File: config.mk
export PLATFORM = sky130hd
export DESIGN_NAME = lsu_split_bus
export DESIGN_NICKNAME = d
export VERILOG_FILES = /design/src/rtl/lsu_split_bus.sv
export SDC_FILE = /design/constraint.sdc
export NUM_CORES = 1
export LEC_CHECK = 0
export BUFFER_PORTS_ARGS = -buffer_cell sky130_fd_sc_hd__buf_2
export CAP_MARGIN = 40
export CORE_AREA = 3 3 192 194
export CTS_BUF_LIST = sky130_fd_sc_hd__clkbuf_8
export DETAILED_ROUTE_END_ITERATION = 8
export DIE_AREA = 0 0 195 197
export PLACE_DENSITY_LB_ADDON = 0.1
export SKIP_LAST_GASP = 1
export SLEW_MARGIN = 20
export SYNTH_ARGS = -nofsm -noshare
export SYNTH_HDL_FRONTEND = slang
export SYNTH_SLANG_ARGS = --single-unit
File: constraint.sdc
create_clock -name clock -period 2.92 [get_ports clock]
set_clock_uncertainty 0.05 [all_clocks]
set_input_delay 0.876 -clock clock [delete_from_list [all_inputs] [get_ports clock]]
set_output_delay 0.876 -clock clock [all_outputs]
set_load 0.01 [all_outputs]
File: src/rtl/lsu_split_bus.sv
// lsu_split_bus: load/store unit between the core and a DATA_W-wide data bus.
// Accepts one access at a time. An access that crosses a bus-word boundary is
// split into two bus beats, and load results are sign- or zero-extended.
// Handles bus back-pressure, bus errors and a response timeout.
//
// Ports
//   clock, reset_n                 clock, asynchronous active-low reset
//   reqValid/reqReady              core request handshake (reqReady high only in IDLE)
//   is_read, addr, wdata           access type, byte address, LSB-aligned store data
//   data_size, is_mem_sign         log2 access bytes, sign-extend loads
//   respValid, respErr, rdata      one-cycle completion pulse, error flag, load data
//   io_reqValid/io_reqReady        bus request handshake
//   io_addr, io_wen, io_wdata      beat address, write enable, rotated store data
//   io_wmask, io_size              beat byte enables, beat size
//   io_respValid, io_respErr       bus response, bus error
//   io_rdata                       bus read data
module lsu_split_bus #(
    parameter int unsigned DATA_W      = 32,
    parameter int unsigned ADDR_W      = 32,
    parameter int unsigned MISALIGN_EN = 1,
    parameter int unsigned TIMEOUT     = 256
) (
    input  logic                clock,
    input  logic                reset_n,
    input  logic                reqValid,
    output logic                reqReady,
    input  logic                is_read,
    input  logic [ADDR_W-1:0]   addr,
    input  logic [DATA_W-1:0]   wdata,
    input  logic [1:0]          data_size,
    input  logic                is_mem_sign,
    output logic                respValid,
    output logic                respErr,
    output logic [DATA_W-1:0]   rdata,
    output logic                io_reqValid,
    input  logic                io_reqReady,
    output logic [ADDR_W-1:0]   io_addr,
    output logic                io_wen,
    output logic [DATA_W-1:0]   io_wdata,
    output logic [DATA_W/8-1:0] io_wmask,
    output logic [1:0]          io_size,
    input  logic                io_respValid,
    input  logic                io_respErr,
    input  logic [DATA_W-1:0]   io_rdata
);

    localparam int unsigned NB   = DATA_W / 8;
    localparam int unsigned OFFW = $clog2(NB);
    localparam int unsigned MW   = 2 * NB;
    localparam int unsigned TW   = (TIMEOUT > 1) ? $clog2(TIMEOUT) : 1;
    localparam logic [TW-1:0] TLAST = TW'(TIMEOUT - 1);

    typedef enum logic [2:0] {
        ST_IDLE, ST_REQ1, ST_WAIT1, ST_REQ2, ST_WAIT2, ST_RESP
    } state_t;

    state_t              r_state, w_state_d;
    logic [ADDR_W-1:0]   r_addr;
    logic [DATA_W-1:0]   r_wdata;
    logic [1:0]          r_size;
    logic                r_sign, r_is_read, r_split, r_err;
    logic [DATA_W-1:0]   r_beat0, r_beat1;
    logic [TW-1:0]       r_timer;

    logic                w_accept, w_in_split, w_in_err;
    logic                w_to_err, w_lat0, w_lat1, w_timeout;
    logic [OFFW-1:0]     w_off;
    logic [OFFW+2:0]     w_shamt;
    logic [3:0]          w_b;
    logic [6:0]          w_nbits;
    logic [MW-1:0]       w_bmask;
    logic [ADDR_W-1:0]   w_aligned;
    logic [DATA_W-1:0]   w_rsh, w_keep, w_top;
    logic                w_sbit;

    // True when off + (1 << sz) runs past the end of the bus word.
    function automatic logic f_split(input logic [OFFW-1:0] off, input logic [1:0] sz);
        return (32'(off) + (32'd1 << sz)) > NB;
    endfunction

    assign w_accept   = (r_state == ST_IDLE) && reqValid;
    assign w_in_split = f_split(addr[OFFW-1:0], data_size);
    assign w_in_err   = ((data_size == 2'd3) && (DATA_W == 32)) ||
                        (w_in_split && (MISALIGN_EN == 0));
    assign w_timeout  = (TIMEOUT != 0) && (r_timer == TLAST);

    // Next-state logic.
    always_comb begin
        w_state_d = r_state;
        w_to_err  = 1'b0;
        w_lat0    = 1'b0;
        w_lat1    = 1'b0;
        case (r_state)
            ST_IDLE: begin
                if (reqValid) w_state_d = w_in_err ? ST_RESP : ST_REQ1;
            end
            ST_REQ1: begin
                if (io_reqReady) w_state_d = ST_WAIT1;
            end
            ST_WAIT1: begin
                if (io_respValid) begin
                    if (io_respErr) begin
                        w_state_d = ST_RESP;
                        w_to_err  = 1'b1;
                    end else begin
                        w_lat0    = 1'b1;
                        w_state_d = r_split ? ST_REQ2 : ST_RESP;
                    end
                end else if (w_timeout) begin
                    w_state_d = ST_RESP;
                    w_to_err  = 1'b1;
                end
            end
            ST_REQ2: begin
                if (io_reqReady) w_state_d = ST_WAIT2;
            end
            ST_WAIT2: begin
                if (io_respValid) begin
                    w_state_d = ST_RESP;
                    if (io_respErr) w_to_err = 1'b1;
                    else            w_lat1   = 1'b1;
                end else if (w_timeout) begin
                    w_state_d = ST_RESP;
                    w_to_err  = 1'b1;
                end
            end
            ST_RESP:  w_state_d = ST_IDLE;
            default:  w_state_d = ST_IDLE;
        endcase
    end

    always_ff @(posedge clock or negedge reset_n) begin
        if (!reset_n) begin
            r_state   <= ST_IDLE;
            r_addr    <= '0;
            r_wdata   <= '0;
            r_size    <= '0;
            r_sign    <= 1'b0;
            r_is_read <= 1'b0;
            r_split   <= 1'b0;
            r_err     <= 1'b0;
            r_beat0   <= '0;
            r_beat1   <= '0;
            r_timer   <= '0;
        end else begin
            r_state <= w_state_d;
            if (w_accept) begin
                r_addr    <= addr;
                r_wdata   <= wdata;
                r_size    <= data_size;
                r_sign    <= is_mem_sign;
                r_is_read <= is_read;
                r_split   <= w_in_split;
                r_err     <= w_in_err;
                r_beat0   <= '0;
                // Stays zero for single-beat loads so the upper half never leaks in.
                r_beat1   <= '0;
            end
            if (w_to_err) r_err   <= 1'b1;
            if (w_lat0)   r_beat0 <= io_rdata;
            if (w_lat1)   r_beat1 <= io_rdata;
            // Any state change clears the timer, which covers entry into each WAIT state.
            if (r_state != w_state_d) begin
                r_timer <= '0;
            end else if (r_state == ST_WAIT1 || r_state == ST_WAIT2) begin
                r_timer <= r_timer + TW'(1);
            end
        end
    end

    // Datapath derived from the latched request.
    assign w_off     = r_addr[OFFW-1:0];
    assign w_shamt   = {w_off, 3'b000};
    assign w_b       = 4'd1 << r_size;
    assign w_nbits   = {w_b, 3'b000};
    // Byte mask across two bus words: low half is beat 1, high half is beat 2.
    assign w_bmask   = ((MW'(1) << w_b) - MW'(1)) << w_off;
    assign w_aligned = r_addr & ~ADDR_W'(NB - 1);

    assign w_rsh  = DATA_W'({r_beat1, r_beat0} >> w_shamt);
    assign w_keep = (32'(w_nbits) >= DATA_W) ? '1 : ((DATA_W'(1) << w_nbits) - DATA_W'(1));
    assign w_top  = w_keep & ~(w_keep >> 1);
    assign w_sbit = r_sign & (|(w_rsh & w_top));

    always_comb begin
        reqReady    = (r_state == ST_IDLE);
        respValid   = (r_state == ST_RESP);
        respErr     = (r_state == ST_RESP) && r_err;
        rdata       = '0;
        io_reqValid = 1'b0;
        io_addr     = '0;
        io_wen      = 1'b0;
        io_wdata    = '0;
        io_wmask    = '0;
        io_size     = '0;
        if (r_state == ST_RESP && r_is_read && !r_err) begin
            rdata = (w_rsh & w_keep) | ({DATA_W{w_sbit}} & ~w_keep);
        end
        if (r_state == ST_REQ1 || r_state == ST_REQ2) begin
            io_reqValid = 1'b1;
            io_wen      = ~r_is_read;
            io_wdata    = DATA_W'(({r_wdata, r_wdata} << w_shamt) >> DATA_W);
            io_size     = r_split ? 2'(OFFW) : r_size;
            if (r_state == ST_REQ1) begin
                io_addr  = r_split ? w_aligned : r_addr;
                io_wmask = w_bmask[NB-1:0];
            end else begin
                io_addr  = w_aligned + ADDR_W'(NB);
                io_wmask = w_bmask[MW-1:NB];
            end
        end
    end

endmodule

After elaboration in Yosys (flattened, before gate mapping)
Index checks and enable logic that the tools add are counted.

operators by class
  $add $sub $neg = 5
  order comparisons = 2
  eq/ne operators = 8
  shifts and indexed selects = 7
  muxes and demuxes = 37
  bitwise operators = 9
  reductions and logical operators = 14

operators by type and width
  kind                   count
  $mux 32                8
  $and 32x32->32         4
  $shl 64x5->64          1
  $shr 64x5->32          1
  $add 2x32->32          1
  $add 32x3->32 const B  1
  $gt 32x3->1 const B    1
  $not 31->32            1
  $not 32->32            1
  $or 32x32->32          1
  $reduce_or 32->1       1
  $shl 1x2->32 const A   1
  $shl 1x7->32 const A   1
  $sub 32x1->32 const B  1
  $mux 3                 9
  $mux 8                 2
  $pmux 3 s5             1
  $mux 1                 12
  $add 8x1->8 const B    1
  $eq 8x8->1 const B     1
  $mux 4                 2
  $reduce_bool 2->1      4
  $shl 1x4->8 const A    1
  $shl 8x2->8            1
  16 further kinds       24

storage, ports and cells
  bits in registers = 145
  input bits = 106
  output and inout port bits = 107
  word-level logic and storage cells = 93

Longest topological paths before layout
  depth after elaboration = 12
  gate-level depth with buffers = 9
  depth with buffers taken out = 8

Least setup slack after synthesis
Ideal clock, no wire load.

  path kind = register to output
  start = register r_size[0]
  end = output port rdata[17]
  arrival time = 2.197 ns
  setup slack = -0.203 ns
  cell stages (with the launch flop) = 8
  path buffers = 2
  path through = dfrtp_1 -> buf_1 -> nor2_1 -> clkbuf_1 -> inv_1 -> ha_1 -> a311oi_1 -> nor3_1

on the way
  word-level cells in the longest chain between the ends = 12
  elaborated cells on any way between the ends = 15

RTL lines
  element                   line  RTL
  start: declaration        60    logic [1:0] r_size;
  start signal: assignment  150   r_size <= data_size;
  $shl 1x2->4 *             174   assign w_b = 4'd1 << r_size;
  $shl 1x7->32              181   assign w_keep = (32'(w_nbits) >= DATA_W) ? '1 : ((DATA_W'(1) << w_nbits) - DATA_W'(1));
  $sub 32x1->32             181
  $mux 32 *                 181
  $not 31->32               182   assign w_top = w_keep & ~(w_keep >> 1);
  $and 32x32->32            182
  $and 32x32->32            183   assign w_sbit = r_sign & (|(w_rsh & w_top));
  $reduce_or 32->1          183
  $and 1x1->1               183
  $and 32x32->32            197   rdata = (w_rsh & w_keep) | ({DATA_W{w_sbit}} & ~w_keep);
  $or 32x32->32 *           197
  $mux 32 *                 196   if (r_state == ST_RESP && r_is_read && !r_err) begin
  end: declaration          34    output logic [DATA_W-1:0] rdata,

Mark *: on every way between the ends. The rest lies on a longest branch, timed or not.

Worst setup path after layout
  start = register r_addr[2]
  end = output port io_addr[22]

on the way
  word-level cells in the longest chain between the ends = 3

RTL lines
  element                   line  RTL
  start: declaration        58    logic [ADDR_W-1:0] r_addr;
  start signal: assignment  148   r_addr <= addr;
  $add 32x3->32             208   io_addr = w_aligned + ADDR_W'(NB);
  $mux 32                   204   if (r_state == ST_REQ1) begin
  $mux 32                   199   if (r_state == ST_REQ1 || r_state == ST_REQ2) begin
  end: declaration          37    output logic [ADDR_W-1:0] io_addr,

No other way between the ends.

==> run summary <==
Post-Synthesis Cell Area = 0.00881 mm²
die area = 0.0384 mm²
critical path capture point type = output pin
Inserted Clock Buffers = 17
number of antenna violations at the first check in global routing = 3
Post-Synthesis Mean Instance Area = 8.75 µm²
min-delay worst type = input port to async pin
share of synthesized area occupied by flip-flops and latches = 38.9%
total grt overflow = 0
Slew @ Worst Pin = 689 ps
highest-count cells in the layout ignoring fill and taps = nand2_1, buf_2, dfrtp_1
via count of the first global-routing pass = 8832
ANT nets after route = 0
number of failing setup endpoints in the final timing report = 83
share of final-layout standard cells stronger than drive strength 1 = 44.2%
via density per instance = 4.75
die boundary width = 195 µm
Synth Net Count = 1119
flip-flop and latch count after synthesis = 137
worst path cell trace = ha_2 > nand2_1 > or4_4 > or4_4 > a21oi_2 > buf_2
max-capacitance violation count = 0
required time of the critical path = 1990 ps
std cell rows = 69
violations in the final reports = negative setup slack
hold slack = 272 ps
cell with the largest stage delay on the worst path = or4_4
HPWL after detailed placement = 21600 µm
global placement routability congestion = 0.762
first-pass detailed-route iteration total = 5
peak ir drop on the vdd network = 0.595 mV
count of nets after finishing = 1406
clock latency on the worst-skew pair = 480 ps
CORE AREA = 0.0354 mm²
die extent in y = 197 µm
number of placed I/O pins = 213
Total Routed Length = 32600 µm
Initial Util = 24.9%
final total power = 0.0136 W
minimum clock period after layout = 3370 ps
buffers added on ports = 212
Pleak = 6.00 nW
instance count of the mapped netlist = 1007
maximum number of pins on one net before global-route repair = 65
maximum clock rate = 297 MHz
Layout area overhead = 50.2%
run status = finished with violations
Slew Viols, Final = 0
overall track demand over capacity in global routing = 17.1%
startpoint types = register
first-pass GRT wire length = 51500 µm
Worst slew margin = 53.9%
most frequent standard cell in the layout excluding fill and tap cells = nand2_1
hold violation total from the final report = 0
buffer cell driving the clock tree root = clkbuf_8
unrepaired setup endpoints after global routing = true
Slowest Stage Delay on Critical Path = 540 ps
cell with the most instances on the worst path = or4_4
part of the cycle the worst path needs = 115%
largest buffer count on any clock path = 2
Async SR Flop Fraction = 100%
DR DRC count = 0
number of enable-type register cells in the synthesized netlist = 0
TritonCTS clock tree = yes
Starting DRT DRC Count = 328
dominant synthesized flop cell = dfrtp_1
maximum level of the CTS H-tree = 4
synth unique cells = 52
average detailed-routed wire length per instance = 18.4 µm
power density over the cells = 1030 mW/mm²
post-CTS clock slew at the launch and capture registers of the worst setup and hold paths = 90 ps
number of warnings reported in the yosys synthesis log = 0
clk sinks = 137
number of hold buffers added after cts = 0
largest fanout of any net on the critical path = 6
Setup Crit Path Kind = register to output pin
final critical-path setup slack = -445 ps
Via Count = 8411
aggregate negative setup slack = -20650 ps
CP arrival = 2440 ps
## per-stage QoR
stage | setup WS [ps] | std cells | utilization, % | instance area (µm²)
3_3_place_gp | -37.1 | 1677 | 30.7 | 10900
2_1_floorplan | 24.4 | 1007 | - | 8820
5_1_grt | -580 | 1769 | 37.4 | 13200
3_5_place_dp | -82.4 | 1677 | 30.7 | 10900
4_1_cts | -503 | 1761 | 36.1 | 12800
6_report | -445 | 1769 | 37.4 | 13200
## synth_stat cells (all sizes together) (10+ instances only)
cell | number | area, µm²
mux4 | 61 | 1370
o21ai | 77 | 385
mux2i | 10 | 100
a21oi | 29 | 145
xnor2 | 14 | 123
buf | 34 | 149
inv | 44 | 165
nand2b | 12 | 75.1
nor2b | 12 | 75.1
dfrtp | 137 | 3430
nand3 | 46 | 230
nor3 | 23 | 115
nand2 | 278 | 1040
or3 | 10 | 62.6
or4 | 10 | 78.8
clkbuf | 43 | 161
and2 | 35 | 219
nor2 | 51 | 191
## area by class of cell
class / instances / area (µm²)
well taps: 461 / 577
clock buffers: 20 / 275
diodes: 1 / 2.50
multi-input cells: 749 / 5690
repair buffers: 345 / 2900
flip-flops and latches: 137 / 3440
inverters: 44 / 169
clock inverters: 12 / 171
fillers: 3702 / 22200
## critical path: cells and delay by family (launching register included)
kind | cells | cell delay, ps
DFF | 1 | 370
adders and majority gates | 1 | 190
and+or+nand+nor | 3 | 1110
buffers and inverters | 1 | 140
AOI/OAI and AO/OA | 1 | 140
## power by group
group,internal [W],switching [W]
logic,0.00427,0.00414
clock network,0.000993,0.000826
registers,0.00261,0.000723
total,0.00787,0.00569
## metal layers
metal | track usage, % | part of all wire, % | vias to the layer above
li1 | - | - | 4056
met4 | 5.04 | 2.0 | 2
met2 | 27.6 | 47 | 199
met3 | 3.62 | 4.6 | 31
met5 | 0 | 0.040 | -
met1 | 23.4 | 46 | 4123
## final timing paths
path | slack (ps) | cells past startpoint | start | endpoint
hold / removal | 270 | 1 | reset_n | r_addr[21]
min in group clock | 450 | 2 | r_beat0[5] | r_beat0[5]
setup / recovery | -450 | 6 | r_addr[2] | io_addr[22]
hold reg to reg | 450 | 2 | r_beat0[5] | r_beat0[5]
setup reg to reg | 630 | 7 | r_state[1] | r_beat0[7]
max in group asynchronous | 1900 | 2 | reset_n | r_addr[5]
## cell families after synthesis
family	count (synthesis)	share of synthesized area, %
and+or+nand+nor	513	26.7
AOI/OAI and AO/OA	141	9.49
DFF	137	38.9
buffers and inverters	121	5.40
muxes	71	16.7
xor gates and xnor gates	18	1.79
adders and majority gates	6	0.938
## state kept, by name, indices dropped and copies added (netlist names)
register and flops:
r_sign 1, r_wdata 32, r_split 1, r_is_read 1, r_beat1 24, r_err 1
r_beat0 32, r_addr 32, r_size 2, r_timer 8, r_state 3
## timing repair
action                     in CTS  in global routing
setup endpoints to repair      94                 98
gates cloned                   14                  1
setup buffers                  39                 19
pin swaps                      40                 28
gates resized for setup       168                120
hold endpoints to repair        0                  0
No activity file was read; power rests on OpenSTA's default activity.
